<file path="src/rtl/bin2bcd_signed_seq_pkg.sv">
// Shared types and constants for the signed binary-to-BCD converter.
package bcd_pkg;

  typedef logic [3:0] bcd_digit_t;

  typedef enum logic {
    IDLE = 1'b0,
    CONV = 1'b1
  } state_t;

  localparam bcd_digit_t  BCD_ADJ_THRESH = 4'd5;
  localparam bcd_digit_t  BCD_ADJ_ADD    = 4'd3;
  localparam int unsigned SAT_MAX        = 32'd99;

endpackage

</file>
<file path="src/rtl/bin2bcd_signed_seq_if.sv">
// Request/result bundle between a requester (master) and the converter (slave).
interface bin2bcd_signed_seq_if #(
  parameter int WIDTH = 8
);
  logic             start;
  logic [WIDTH-1:0] bin;
  logic             busy;
  logic             done;
  logic [3:0]       units;
  logic [3:0]       tens;
  logic [3:0]       hundreds;
  logic             neg;
  logic             ovf;

  modport master (
    output start, bin,
    input  busy, done, units, tens, hundreds, neg, ovf
  );

  modport slave (
    input  start, bin,
    output busy, done, units, tens, hundreds, neg, ovf
  );
endinterface

</file>
<file path="src/rtl/bin2bcd_signed_seq_add3.sv">
// Double-dabble digit correction: add 3 to a BCD digit that is 5 or more.
module bcd_add3
  import bcd_pkg::*;
(
  input  bcd_digit_t d_i,
  output bcd_digit_t d_o
);

  always_comb begin
    if (d_i >= BCD_ADJ_THRESH) begin
      d_o = d_i + BCD_ADJ_ADD;
    end else begin
      d_o = d_i;
    end
  end

endmodule

</file>
<file path="src/rtl/bin2bcd_signed_seq.sv">
// Sequential signed binary-to-BCD converter (shift-add-3, one bit per cycle).
// Optional magnitude clamp to 99 with overflow flag: define BIN2BCD_SAT99_EN.
module bin2bcd_signed_seq
  import bcd_pkg::*;
#(
  parameter int WIDTH = 8,
  parameter int ND    = 3
)(
  input  logic                 clk,
  input  logic                 rst_n,
  bin2bcd_signed_seq_if.slave  bus
);

  localparam int CNT_W = $clog2(WIDTH + 1);
  localparam logic [CNT_W-1:0] CNT_ONE  = CNT_W'(1);
  localparam logic [CNT_W-1:0] CNT_INIT = CNT_W'(WIDTH);

  state_t              state_q, state_d;
  logic [WIDTH-1:0]    mag_q, mag_d;
  logic [4*ND-1:0]     bcd_q, bcd_d;
  logic [CNT_W-1:0]    cnt_q, cnt_d;
  logic                sign_q, sign_d;
  logic                nz_q, nz_d;
  logic                clamp_q, clamp_d;
  logic                busy_q, busy_d;
  logic                done_q, done_d;
  bcd_digit_t          units_q, units_d;
  bcd_digit_t          tens_q, tens_d;
  bcd_digit_t          hundreds_q, hundreds_d;
  logic                neg_q, neg_d;
  logic                ovf_q, ovf_d;

  logic [4*ND-1:0]       adj_s;
  logic [4*ND+WIDTH-1:0] shift_s;
  logic [WIDTH-1:0]      abs_s;

  for (genvar g = 0; g < ND; g++) begin : g_adj
    bcd_add3 u_add3 (
      .d_i (bcd_q[4*g +: 4]),
      .d_o (adj_s[4*g +: 4])
    );
  end

  assign shift_s = {adj_s[4*ND-2:0], mag_q, 1'b0};

  // Most negative input wraps to its own bit pattern, which read unsigned is the true magnitude.
  assign abs_s = bus.bin[WIDTH-1] ? ((~bus.bin) + {{(WIDTH-1){1'b0}}, 1'b1}) : bus.bin;

  always_comb begin
    state_d    = state_q;
    mag_d      = mag_q;
    bcd_d      = bcd_q;
    cnt_d      = cnt_q;
    sign_d     = sign_q;
    nz_d       = nz_q;
    clamp_d    = clamp_q;
    busy_d     = busy_q;
    done_d     = 1'b0;
    units_d    = units_q;
    tens_d     = tens_q;
    hundreds_d = hundreds_q;
    neg_d      = neg_q;
    ovf_d      = ovf_q;
    case (state_q)
      IDLE: begin
        if (bus.start) begin
`ifdef BIN2BCD_SAT99_EN
          if (32'(abs_s) > SAT_MAX) begin
            mag_d   = WIDTH'(SAT_MAX);
            clamp_d = 1'b1;
          end else begin
            mag_d   = abs_s;
            clamp_d = 1'b0;
          end
`else
          mag_d   = abs_s;
          clamp_d = 1'b0;
`endif
          sign_d  = bus.bin[WIDTH-1];
          nz_d    = |abs_s;
          bcd_d   = '0;
          cnt_d   = CNT_INIT;
          busy_d  = 1'b1;
          state_d = CONV;
        end else begin
          state_d = IDLE;
        end
      end
      CONV: begin
        bcd_d = shift_s[WIDTH +: 4*ND];
        mag_d = shift_s[WIDTH-1:0];
        cnt_d = cnt_q - CNT_ONE;
        if (cnt_q == CNT_ONE) begin
          units_d = shift_s[WIDTH +: 4];
          tens_d  = shift_s[WIDTH+4 +: 4];
`ifdef BIN2BCD_SAT99_EN
          hundreds_d = 4'd0;
`else
          hundreds_d = shift_s[WIDTH+8 +: 4];
`endif
          neg_d   = sign_q & nz_q;
          ovf_d   = clamp_q;
          done_d  = 1'b1;
          busy_d  = 1'b0;
          state_d = IDLE;
        end else begin
          state_d = CONV;
        end
      end
      default: begin
        busy_d  = 1'b0;
        state_d = IDLE;
      end
    endcase
  end

  // Converter state and registered outputs.
  always_ff @(posedge clk or negedge rst_n) begin
    if (!rst_n) begin
      state_q    <= IDLE;
      mag_q      <= '0;
      bcd_q      <= '0;
      cnt_q      <= '0;
      sign_q     <= 1'b0;
      nz_q       <= 1'b0;
      clamp_q    <= 1'b0;
      busy_q     <= 1'b0;
      done_q     <= 1'b0;
      units_q    <= 4'd0;
      tens_q     <= 4'd0;
      hundreds_q <= 4'd0;
      neg_q      <= 1'b0;
      ovf_q      <= 1'b0;
    end else begin
      state_q    <= state_d;
      mag_q      <= mag_d;
      bcd_q      <= bcd_d;
      cnt_q      <= cnt_d;
      sign_q     <= sign_d;
      nz_q       <= nz_d;
      clamp_q    <= clamp_d;
      busy_q     <= busy_d;
      done_q     <= done_d;
      units_q    <= units_d;
      tens_q     <= tens_d;
      hundreds_q <= hundreds_d;
      neg_q      <= neg_d;
      ovf_q      <= ovf_d;
    end
  end

  assign bus.busy     = busy_q;
  assign bus.done     = done_q;
  assign bus.units    = units_q;
  assign bus.tens     = tens_q;
  assign bus.hundreds = hundreds_q;
  assign bus.neg      = neg_q;
`ifdef BIN2BCD_SAT99_EN
  assign bus.ovf      = ovf_q;
`else
  assign bus.ovf      = 1'b0;
`endif

endmodule

</file>
<file path="src/flat_wrapper.sv">
// flat-port wrapper written by rule: the top's interface ports become plain ports
module bin2bcd_signed_seq_flat import bcd_pkg::*;
#(
  parameter int WIDTH = 8,
  parameter int ND    = 3
)
  (clk, rst_n, bus_start, bus_bin, bus_busy, bus_done, bus_units, bus_tens, bus_hundreds, bus_neg, bus_ovf);
  bin2bcd_signed_seq_if #(.WIDTH(WIDTH)) bus_i ();
  input  logic clk;
  input  logic rst_n;
  input wire logic [$bits(bus_i.start)-1:0] bus_start;
  input wire logic [$bits(bus_i.bin)-1:0] bus_bin;
  output wire logic [$bits(bus_i.busy)-1:0] bus_busy;
  output wire logic [$bits(bus_i.done)-1:0] bus_done;
  output wire logic [$bits(bus_i.units)-1:0] bus_units;
  output wire logic [$bits(bus_i.tens)-1:0] bus_tens;
  output wire logic [$bits(bus_i.hundreds)-1:0] bus_hundreds;
  output wire logic [$bits(bus_i.neg)-1:0] bus_neg;
  output wire logic [$bits(bus_i.ovf)-1:0] bus_ovf;
  assign bus_i.start = bus_start;
  assign bus_i.bin = bus_bin;
  assign bus_busy = bus_i.busy;
  assign bus_done = bus_i.done;
  assign bus_units = bus_i.units;
  assign bus_tens = bus_i.tens;
  assign bus_hundreds = bus_i.hundreds;
  assign bus_neg = bus_i.neg;
  assign bus_ovf = bus_i.ovf;
  bin2bcd_signed_seq #(.WIDTH(WIDTH), .ND(ND)) u_core (.clk(clk), .rst_n(rst_n), .bus(bus_i));
endmodule
</file>
<file path="config.mk">
export PLATFORM = sky130hd
export DESIGN_NAME = bin2bcd_signed_seq_flat
export DESIGN_NICKNAME = d
export VERILOG_FILES = /design/src/rtl/bin2bcd_signed_seq_pkg.sv /design/src/rtl/bin2bcd_signed_seq_if.sv /design/src/rtl/bin2bcd_signed_seq_add3.sv /design/src/rtl/bin2bcd_signed_seq.sv /design/src/flat_wrapper.sv
export SDC_FILE = /design/constraint.sdc
export NUM_CORES = 1
export LEC_CHECK = 0
export ABC_AREA = 1
export ABC_CLOCK_PERIOD_IN_PS = 1700
export BUFFER_PORTS_ARGS = -buffer_cell sky130_fd_sc_hd__buf_4
export CAP_MARGIN = 20
export CORE_MARGIN = 4
export CORE_UTILIZATION = 55
export CTS_CLUSTER_DIAMETER = 80
export CTS_CLUSTER_SIZE = 8
export DETAILED_ROUTE_END_ITERATION = 10
export PLACE_DENSITY = 0.76
export SLEW_MARGIN = 20
export SYNTH_ARGS = -nofsm -noshare
export SYNTH_HDL_FRONTEND = slang
export SYNTH_HIERARCHICAL = 1
export SYNTH_SLANG_ARGS = --single-unit
</file>
<file path="constraint.sdc">
create_clock -name clk -period 1.7 [get_ports clk]
set_input_delay 0.085 -clock clk [delete_from_list [all_inputs] [get_ports clk]]
set_output_delay 0.085 -clock clk [all_outputs]
set_load 0.05 [all_outputs]
</file>
==> flow_summary.yaml <==
outcome:
  status: "completed"
pwr:
  switchingPower_mw: 2.43
  netSwitchingFraction_pct: 45.1
  p_leak_nw: 1.36
  cellPowerDensity_nw_per_um2: 2010
  power_frac_clock_pct: 17.9
  peakVddDrop_v: 0.000907
  combPwrFrac_pct: 49.7
  seqPwrFrac_pct: 32.4
  total_power_mw: 5.38
  p_int_mw: 2.95
routing:
  drt_iter0_drc: 84
  viasPerCell: 5.00
  detail-route-antenna-nets: 0
  drt-total-wl_um: 4230
  drc: 0
  dr.pass1.iters: 4
  drt-wirelength-per-cell_um: 11.7
  num_vias: 1811
synthesis:
  synthesis.nets: 303
  netlist_area_um2: 2320
  yosysWarningCount: 6
  postSynthAreaPerCell_um2: 8.18
  syn_inst: 283
finish:
  final_area_um2: 2680
  nNetsFinal: 331
  post-route-util_pct: 66.6
  drive_above_1_share_pct: 24.4
  n_antenna_cell: 0
  layout_common_cells: "nand2_1, dfrtp_1, inv_1"
  final_common_cell: "nand2_1"
  final_cells: 362
  syn_to_final_growth_pct: 15.8
  fillCellCount: 359
sta:
  finalHoldViolations: 0
  timing_worst_slew_pin_value_ps: 527
  clock_skew_ps: 4.75
  fin_crit_sh_pct: 81.3
  drv_slew: 0
  finalSetupViolCount: 0
  fmax_mhz: 723
  rsz0062_at_grt: "false"
  finalHoldWorstSlack_ps: 139
  finalSetupTns_ps: 0
  post-route-min-period_ps: 1380
  fin_ws_ps: 318
  maxSlewHeadroom_pct: 64.9
cts:
  post_cts_buffers: 0
  cts_sinks: 42
  ctsHtreeMaxLevel: 2
  root_buffer: "clkbuf_8"
  ctsLongestPathBuffers: 2
  clock_latency_ps: 290
  cts_tree: "done"
  cts_buffers: 5
  path_clk_slew_ps: 80
floorplanning:
  die-area_um2: 5310
  die_h_um: 72.9
  die_x_um: 72.9
  start_util_pct: 57.5
  ios: 27
  rows: 23
  core_um2: 4030
place:
  place.port_buffers: 25
  place_ws_ps: 313
  place_inst: 353
  place_area_um2: 2530
  dp_hpwl_um: 3150
  routabilityCongestion: 0.895
global_route:
  grt_overflow: 0
  grt_pass1_wl_um: 7580
  antenna_found_initial: 0
  grt_usage_pct: 18.1
  grt_pass1_vias: 1724
  grt_max_degree: 43
worst_hold_path:
  min_path_type: "input pin to register"
  worstHoldPathCells: 5
  min_from: "bus_bin[6]"
  min_to: "u_core/mag_q[6]$_DFFE_PN0P_"
critical_path:
  crit_path_end_kind: "register"
  reg2regPathDepth: 8
  required_ps: 1920
  start_kind: "register"
  critPathKind: "register to register"
  timing.rr.end: "u_core/bcd_q[2]$_DFFE_PN0P_"
  timing.rr.start: "u_core/bcd_q[1]$_DFFE_PN0P_"
  worst-path-max-fanout: 4
  worst_ep_arrival_time_ps: 1600
  rrSetupSlack_ps: 320
run:
  drv_cap: 0
worst max path at each step:
stage,startpoint,cells past startpoint,slack (ps),to
floorplan,u_core/bcd_q[0]$_DFFE_PN0P_,8,440,u_core/bcd_q[2]$_DFFE_PN0P_
global placement,u_core/cnt_q[0]$_DFFE_PN0P_,6,380,u_core/bus.tens[2]$_DFFE_PN0P_
detailed placement,u_core/bcd_q[1]$_DFFE_PN0P_,8,310,u_core/bcd_q[2]$_DFFE_PN0P_
CTS,u_core/bcd_q[4]$_DFFE_PN0P_,8,310,u_core/bcd_q[6]$_DFFE_PN0P_
global route,u_core/bcd_q[1]$_DFFE_PN0P_,9,110,u_core/bcd_q[2]$_DFFE_PN0P_
finish,u_core/bcd_q[1]$_DFFE_PN0P_,8,320,u_core/bcd_q[2]$_DFFE_PN0P_
power groups by stage:
| stage | sequential [mW] | clock (mW) | combinational, mW |
|---|---|---|---|
| floorplan | 2.19 | 0 | 1.63 |
| detailed placement | 1.76 | 0 | 2.70 |
| global placement | 1.75 | 0 | 2.63 |
| global route | 1.81 | 1.03 | 3.00 |
| finish | 1.74 | 0.964 | 2.67 |
| CTS | 1.75 | 0.990 | 2.71 |
sequential cells by signal (all words and copies together) (netlist names):
register             flops
u_core/bus.tens          4
u_core/bus.units         4
u_core/mag_q             8
u_core/nz_q              1
u_core/state_q           1
u_core/bcd_q            12
u_core/cnt_q             4
u_core/bus.neg           1
u_core/bus.done          1
u_core/bus.busy          1
u_core/bus.hundreds      4
u_core/sign_q            1
critical path, stage by stage (launching register included):
cell	delay, ps
dfrtp_1	410
inv_1	120
ha_1	230
nor2_4	70
nor2_4	150
nand2_1	80
o21ai_2	50
inv_1	60
o21ai_0	130
routing by layer:
layer | global-route usage (%) | part of all wire [%]
met1 | 24.6 | 47
met2 | 29.0 | 47
met3 | 3.31 | 4.2
met4 | 6.76 | 1.6
met5 | 0 | 0
area by class of cell:
cell class / count / area [um2] / share of cell area [%]
clock buffers: 6 / 82.6 / 3.08
clock inverters: 2 / 60.1 / 2.24
inverters: 42 / 160 / 5.97
multi-input cells: 191 / 1040 / 39.0
flip-flops and latches: 42 / 1050 / 39.2
well taps: 50 / 62.6 / 2.33
repair buffers: 29 / 220 / 8.21
what timing repair did:
action                                 CTS  global route
hold buffers                             1             0
endpoints found under the hold margin   42             0
resized for setup                        0             0
Note: power is estimated with default switching activity, not from simulation.
